===== src/rtl/wb_completion_queue.sv =====
// Writeback completion queue: merges ALU (A) and memory-pipe (B) completions into one
// ordered FIFO and drains one entry per cycle into the ROB under valid/ready.
module wb_completion_queue #(
  parameter int unsigned WORD_SIZE       = 32,
  parameter int unsigned INSTR_TYPE_SZ   = 4,
  parameter int unsigned ROB_ENTRY_WITDH = 6,
  parameter int unsigned DEPTH           = 8,
  localparam int unsigned PTR_W          = $clog2(DEPTH),
  localparam int unsigned CNT_W          = PTR_W + 1
) (
  input  logic                       clk,
  input  logic                       reset,
  input  logic                       a_valid,
  input  logic [INSTR_TYPE_SZ-1:0]   a_instruction_type,
  input  logic [WORD_SIZE-1:0]       a_pc,
  input  logic [WORD_SIZE-1:0]       a_result,
  input  logic [ROB_ENTRY_WITDH-1:0] a_rob_id,
  input  logic                       b_valid,
  input  logic [INSTR_TYPE_SZ-1:0]   b_instruction_type,
  input  logic [WORD_SIZE-1:0]       b_pc,
  input  logic [WORD_SIZE-1:0]       b_result,
  input  logic [ROB_ENTRY_WITDH-1:0] b_rob_id,
  input  logic                       rob_ready,
  output logic                       out_valid,
  output logic [INSTR_TYPE_SZ-1:0]   out_instruction_type,
  output logic [WORD_SIZE-1:0]       out_pc,
  output logic [WORD_SIZE-1:0]       out_result,
  output logic [ROB_ENTRY_WITDH-1:0] out_rob_id,
  output logic                       stall,
  output logic [CNT_W-1:0]           count,
  output logic                       overflow
);

  typedef struct packed {
    logic [INSTR_TYPE_SZ-1:0]   itype;
    logic [WORD_SIZE-1:0]       pc;
    logic [WORD_SIZE-1:0]       result;
    logic [ROB_ENTRY_WITDH-1:0] rob_id;
  } entry_t;

  localparam logic [CNT_W:0] DepthW = (CNT_W + 1)'(DEPTH);
  localparam logic [CNT_W:0] One    = (CNT_W + 1)'(1);
  localparam logic [CNT_W:0] Two    = (CNT_W + 1)'(2);

  entry_t           mem_q [DEPTH];
  logic [PTR_W-1:0] head_q, head_d;
  logic [PTR_W-1:0] tail_q, tail_d;
  logic [PTR_W-1:0] b_slot;
  logic [CNT_W-1:0] count_q, count_d;
  logic             overflow_q, overflow_d;
  logic             deq, acc_a, acc_b, drop;
  logic [CNT_W:0]   free;
  entry_t           head_entry;

  always_comb begin
    deq   = out_valid & rob_ready;
    // Same-cycle dequeue credit lets a full queue take one entry while draining.
    free  = DepthW - {1'b0, count_q} + (CNT_W + 1)'(deq);
    acc_a = 1'b0;
    acc_b = 1'b0;
    drop  = 1'b0;
    if (a_valid && b_valid) begin
      if (free >= Two) begin
        acc_a = 1'b1;
        acc_b = 1'b1;
      end else if (free == One) begin
        acc_a = 1'b1;
        drop  = 1'b1;
      end else begin
        drop  = 1'b1;
      end
    end else if (a_valid) begin
      if (free != '0) acc_a = 1'b1;
      else            drop  = 1'b1;
    end else if (b_valid) begin
      if (free != '0) acc_b = 1'b1;
      else            drop  = 1'b1;
    end

    b_slot     = tail_q + PTR_W'(acc_a);
    tail_d     = tail_q + PTR_W'(acc_a) + PTR_W'(acc_b);
    head_d     = head_q + PTR_W'(deq);
    count_d    = count_q + CNT_W'(acc_a) + CNT_W'(acc_b) - CNT_W'(deq);
    overflow_d = overflow_q | drop;
  end

  always_ff @(posedge clk or negedge reset) begin
    if (!reset) begin
      head_q     <= '0;
      tail_q     <= '0;
      count_q    <= '0;
      overflow_q <= 1'b0;
    end else begin
      head_q     <= head_d;
      tail_q     <= tail_d;
      count_q    <= count_d;
      overflow_q <= overflow_d;
    end
  end

  // Storage needs no reset; validity is tracked solely by the count.
  always_ff @(posedge clk) begin
    if (acc_a) begin
      mem_q[tail_q] <= '{itype: a_instruction_type, pc: a_pc, result: a_result,
                         rob_id: a_rob_id};
    end
    if (acc_b) begin
      mem_q[b_slot] <= '{itype: b_instruction_type, pc: b_pc, result: b_result,
                         rob_id: b_rob_id};
    end
  end

  always_comb begin
    head_entry           = mem_q[head_q];
    out_valid            = (count_q != '0);
    out_instruction_type = out_valid ? head_entry.itype  : '0;
    out_pc               = out_valid ? head_entry.pc     : '0;
    out_result           = out_valid ? head_entry.result : '0;
    out_rob_id           = out_valid ? head_entry.rob_id : '0;
    // Fewer than two free slots, judged on registered count alone.
    stall                = (count_q > CNT_W'(DEPTH - 2));
    count                = count_q;
    overflow             = overflow_q;
  end

endmodule


===== config.mk =====
export PLATFORM = sky130hd
export DESIGN_NAME = wb_completion_queue
export DESIGN_NICKNAME = d
export VERILOG_FILES = /design/src/rtl/wb_completion_queue.sv
export SDC_FILE = /design/constraint.sdc
export NUM_CORES = 1
export LEC_CHECK = 0
export CAP_MARGIN = 30
export CORE_MARGIN = 1
export CORE_UTILIZATION = 45
export CTS_CLUSTER_DIAMETER = 200
export DETAILED_ROUTE_END_ITERATION = 10
export GPL_TIMING_DRIVEN = 1
export SETUP_SLACK_MARGIN = 0.3
export SLEW_MARGIN = 20
export SYNTH_ARGS = -nofsm -noshare
export SYNTH_HDL_FRONTEND = slang
export SYNTH_SLANG_ARGS = --single-unit
export TNS_END_PERCENT = 5

===== constraint.sdc =====
create_clock -name clk -period 18.3 [get_ports clk]
set_clock_uncertainty 0.05 [all_clocks]
set_input_delay 2.745 -clock clk [delete_from_list [all_inputs] [get_ports clk]]
set_output_delay 2.745 -clock clk [all_outputs]
set_load 0.02 [all_outputs]

Word level (Yosys, flattened, before mapping):

Memory sizes are Yosys's and may differ from the RTL's.
Index checks and enable logic that the tools add are counted.

* memories kept: 1
* bits in writable memories: 592
* bits in registers: 11
* word-level logic and storage cells: 43
* bits of input ports: 153
* output and inout bits: 81

Memories
* mem_q: depth 8, width 74, read ports 1, clocked after memory_dff 0, wr ports 2, RTL line 45 `entry_t mem_q [DEPTH];`

* bitwise logic cells: 2
* eq/ne operators: 1
* add/subtract/negate cells: 8
* $lt $le $gt $ge: 2
* mux-type cells: 22
* reduce and logical (&&, ||, !) cells: 3

Operator list (number)
* $mux 32: 2
* $mux 1: 18
* $add 3x1->3: 3
* $add 4x1->4: 2
* $mux 6: 1
* $add 5x1->5: 1
* $eq 5x1->1 const B: 1
* $ge 5x2->1 const B: 1
* $reduce_bool 5->1: 1
* $sub 4x4->5 const A: 1
* $gt 4x3->1 const B: 1
* $mux 4: 1
* $reduce_bool 4->1: 1
* $sub 4x1->4: 1
* $and 1x1->1: 1
* $logic_and 1x1->1: 1
* $or 1x1->1: 1

Longest topological paths before layout:

* depth in word-level cells: 10
* mapped depth: 22
* mapped depth without buffers: 19

Worst setup path after synthesis:

Ideal clock, no wire load.

* kind: in2reg
* start: input port rob_ready
* end: memory mem_q[0][0] in the netlist's numbering (enable)
* data required time: 17.634 ns
* stages on the path: 8
* data arrival time: 9.148 ns
* setup time: 0.616 ns
* setup slack: 8.487 ns
* cells stage by stage: nand2_1 > ha_1 > inv_1 > ha_1 > xor2_1 > nand4_1 > nand3b_1 > o31ai_1

RTL lines
* start, declared: RTL line 23 `input logic rob_ready,`
* end, declared: RTL line 45

Final worst setup path:

* start: register head_q[0]
* end: output port out_result[27]

* cells in the longest elaborated chain, start to end: 2

Ends and longest elaborated chain
* start, declared: RTL line 46 `logic [PTR_W-1:0] head_q, head_d;`
* start signal, assigned: RTL line 89 `head_q <= '0;`
* start signal, assigned: RTL line 94 `head_q <= head_d;`
* $mem_v2 8x74
* $mux 32: RTL line 118 `out_result = out_valid ? head_entry.result : '0;`
* end, declared: RTL line 27 `output logic [WORD_SIZE-1:0] out_result,`

Every way passes these cells.

==> results by group <==
Status
  • Status: finished clean

Routing
  • DR WL/cell: 27.59 um
  • Pre-Repair DR Iteration Count: 5
  • Vias per Instance: 5.826
  • Starting DRT DRC Count: 1,061
  • Aggregate routed wire length: 78.32 mm
  • Post-route DRC: 0
  • Vias: 16,540
  • Final ANT Viol Nets: 0

Finish
  • Area occupied by multi-input gates: 11,970 um2
  • Final #Nets: 2,084
  • Area grow syn2layout: 17.78%
  • # fillers: 5,397
  • FF/Latch Area: 18,060 um2
  • Share of cells above drive strength 1: 0.4511

Min path
  • Hold depth: 1
  • Hold Path Sink: overflow
  • Hold Startpoint: overflow
  • Worst hold path class: reg2reg

Worst setup path
  • Crit Path Category: reg2out
  • Crit-path max FO: 37
  • Startpoint Class: register
  • Worst Reg-to-Reg Cells: 20
  • Critical path required time: 15.51 ns
  • Crit. End Element: output port
  • Critical Path AT: 4.74 ns
  • Worst R2R End: mem_q[7][30]
  • Worst R2R Start: count[2]
  • Reg2Reg Setup Slack: 12.17 ns

Clock network
  • Clock buffer depth: 3
  • CTS tree: done
  • CTS sink cnt: 603
  • Clock-pin slew on the worst setup and hold paths: 0.06 ns
  • CTS resizes: 0
  • Root buf cell: clkbuf_16
  • Postcts setup bufs: 0
  • Total CTS buffers: 68
  • H-tree depth: 3
  • Clk_lat worst skew: 0.59 ns
  • Hold_buf cts: 0

STA
  • Slew @ Worst Pin: 1.028 ns
  • RSZ-0062 raised after global routing: no
  • Setup violators final: 0
  • Tmin final: 7.535 ns
  • Tcrit/Tclk final: 0.4117
  • Final Max Slew Viols: 0
  • Maximum clock rate: 132.7 MHz
  • Setup TNS: 0 ns
  • Hold violation total from the final report: 0
  • Max_slew headroom: 0.3144

Yosys
  • Synthesized flop and latch total: 603
  • Synth area leaders: edfxtp_1, mux2_2, mux4_2
  • Main synth FF type: edfxtp_1
  • Area fraction of the dominant cell type after synthesis: 0.5808
  • Cells after Synth: 1,687
  • Fraction of registers with async set/reset: 0.01824
  • Synth warnings: 0
  • Post-synth EDFFs: 592
  • Sequential area share after synthesis: 0.5898
  • Syn_area_per_cell: 18.14 um2
  • Synth area leader: edfxtp_1
  • Syn nets: 1,857
  • Mapped Area: 30,610 um2
  • Most frequent cells after synthesis: edfxtp_1, mux2_2, mux4_2, nor2_1, mux2i_1
  • Number of distinct library cells after synthesis: 36
  • Most frequent cell after synthesis: edfxtp_1

Global routing
  • Initial antenna violation count: 6
  • Pin count of the biggest net entering global routing: 58
  • First-pass GRT wire length: 117.2 mm
  • Overflow after GRT: 0
  • GRT Resource Usage Total: 0.2282
  • Vias in the first global route: 17,680

Pwr
  • Total power: 0.006477 W
  • Sequential power share: 0.357
  • Max VDD drop: 0.1093 mV
  • Comb pwr share: 0.439
  • Pwr/cell area: 179.6 nW/um2
  • Int Pwr: 0.004218 W
  • Clk pwr share: 0.204
  • NetSw: 0.002258 W
  • P_leak: 12.25 nW
  • Net Sw Frac: 0.3487

Place
  • Placer Congestion: 0.7570
  • HPWL Detailed: 44.40 mm
  • IO buf count: 233

Floorplan
  • Die W: 262.8 um
  • Die area: 69,060 um2
  • I/O pin count: 234
  • CORE AREA: 67,280 um2
  • Starting Density: 0.4550
  • Number of core rows: 95
  • Die Ht: 262.8 um

Run
  • Max-cap violation count: 0
[worst max-delay path, stage by stage (launching register included)]
cell	delay, ns
dfrtp_4	0.93
buf_4	0.57
buf_16	0.30
buf_4	0.72
mux4_2	0.64
mux2i_1	0.27
nor2_1	0.08
clkdlybuf4s50_1	0.57
[how the worst max path moves through the flow]
stage                     startpoint             end  slack, ns
final                      head_q[0]  out_result[27]      10.77
after global routing       head_q[0]  out_result[29]      10.42
after CTS                  head_q[0]       out_pc[0]      10.59
after detailed placement   rob_ready    mem_q[7][31]      10.32
after global placement     rob_ready    mem_q[7][28]      10.37
after floorplan            rob_ready     mem_q[0][0]       8.49
[power groups by stage]
stage	Clock [W]	Combinational [W]	Sequential [W]
floorplan	0	0.00186	0.00233
global placement	0	0.00283	0.00233
detailed placement	0	0.00286	0.00235
CTS	0.00135	0.00287	0.00232
global route	0.00140	0.00302	0.00236
finish	0.00132	0.00285	0.00231
[cell families after synthesis]
logic type / Yosys count / synth area share
AND/OR/NAND/NOR: 105 / 0.01459
XOR/XNOR: 9 / 0.002821
buffers and inverters: 125 / 0.02375
multiplexers: 815 / 0.3585
flip-flops: 603 / 0.5898
adder cells (fa/ha/maj): 18 / 0.007767
AO/OA/AOI/OAI: 12 / 0.002779
[final cells by class]
class                           instances  area share
Timing Repair Buffer                  271     0.07629
Tap cell                              873     0.03030
Antenna cell                            2   0.0001388
Clock buffer                           89     0.05289
Sequential cell                       603      0.5011
Multi-Input combinational cell        959      0.3321
Inverter                               11    0.001145
Clock inverter                         31    0.006039
[registers in the layout (all words and copies together), names as in the netlist]
name and cells:
mem_q 592, overflow 1, count 4, tail_q 3
head_q 3
[layout by cell type (no fill, tap or decap), types with 15 or more instances in the layout]
master,count
edfxtp_1,592
mux2_2,528
clkdlybuf4s50_1,233
mux4_2,148
nor2_1,79
mux2i_1,74
clkbuf_16,73
mux2_4,59
buf_4,31
ha_1,15
[per-layer routing]
layer | vias to the layer above | GRT usage | wire length (um)
met5 | - | 0 | 31
met4 | 6 | 0.06423 | 1326
met3 | 92 | 0.03289 | 3203
met2 | 368 | 0.3752 | 38100
met1 | 8778 | 0.3163 | 35650
li1 | 7295 | - | -
[per-stage QoR]
step                utilization  setup slack (ns)  area, um2  hold slack [ns]  std cells
floorplan                     -             8.487      30610           0.4265       1687
global placement         0.5015             10.37      33740           0.4240       2710
detailed placement       0.5031             10.32      33850           0.4206       2714
CTS                      0.5347             10.59      35970           0.4343       2834
global route             0.5359             10.42      36050           0.4489       2839
finish                   0.5359             10.77      36050           0.4376       2839
No activity file was read; power rests on OpenSTA's default activity.
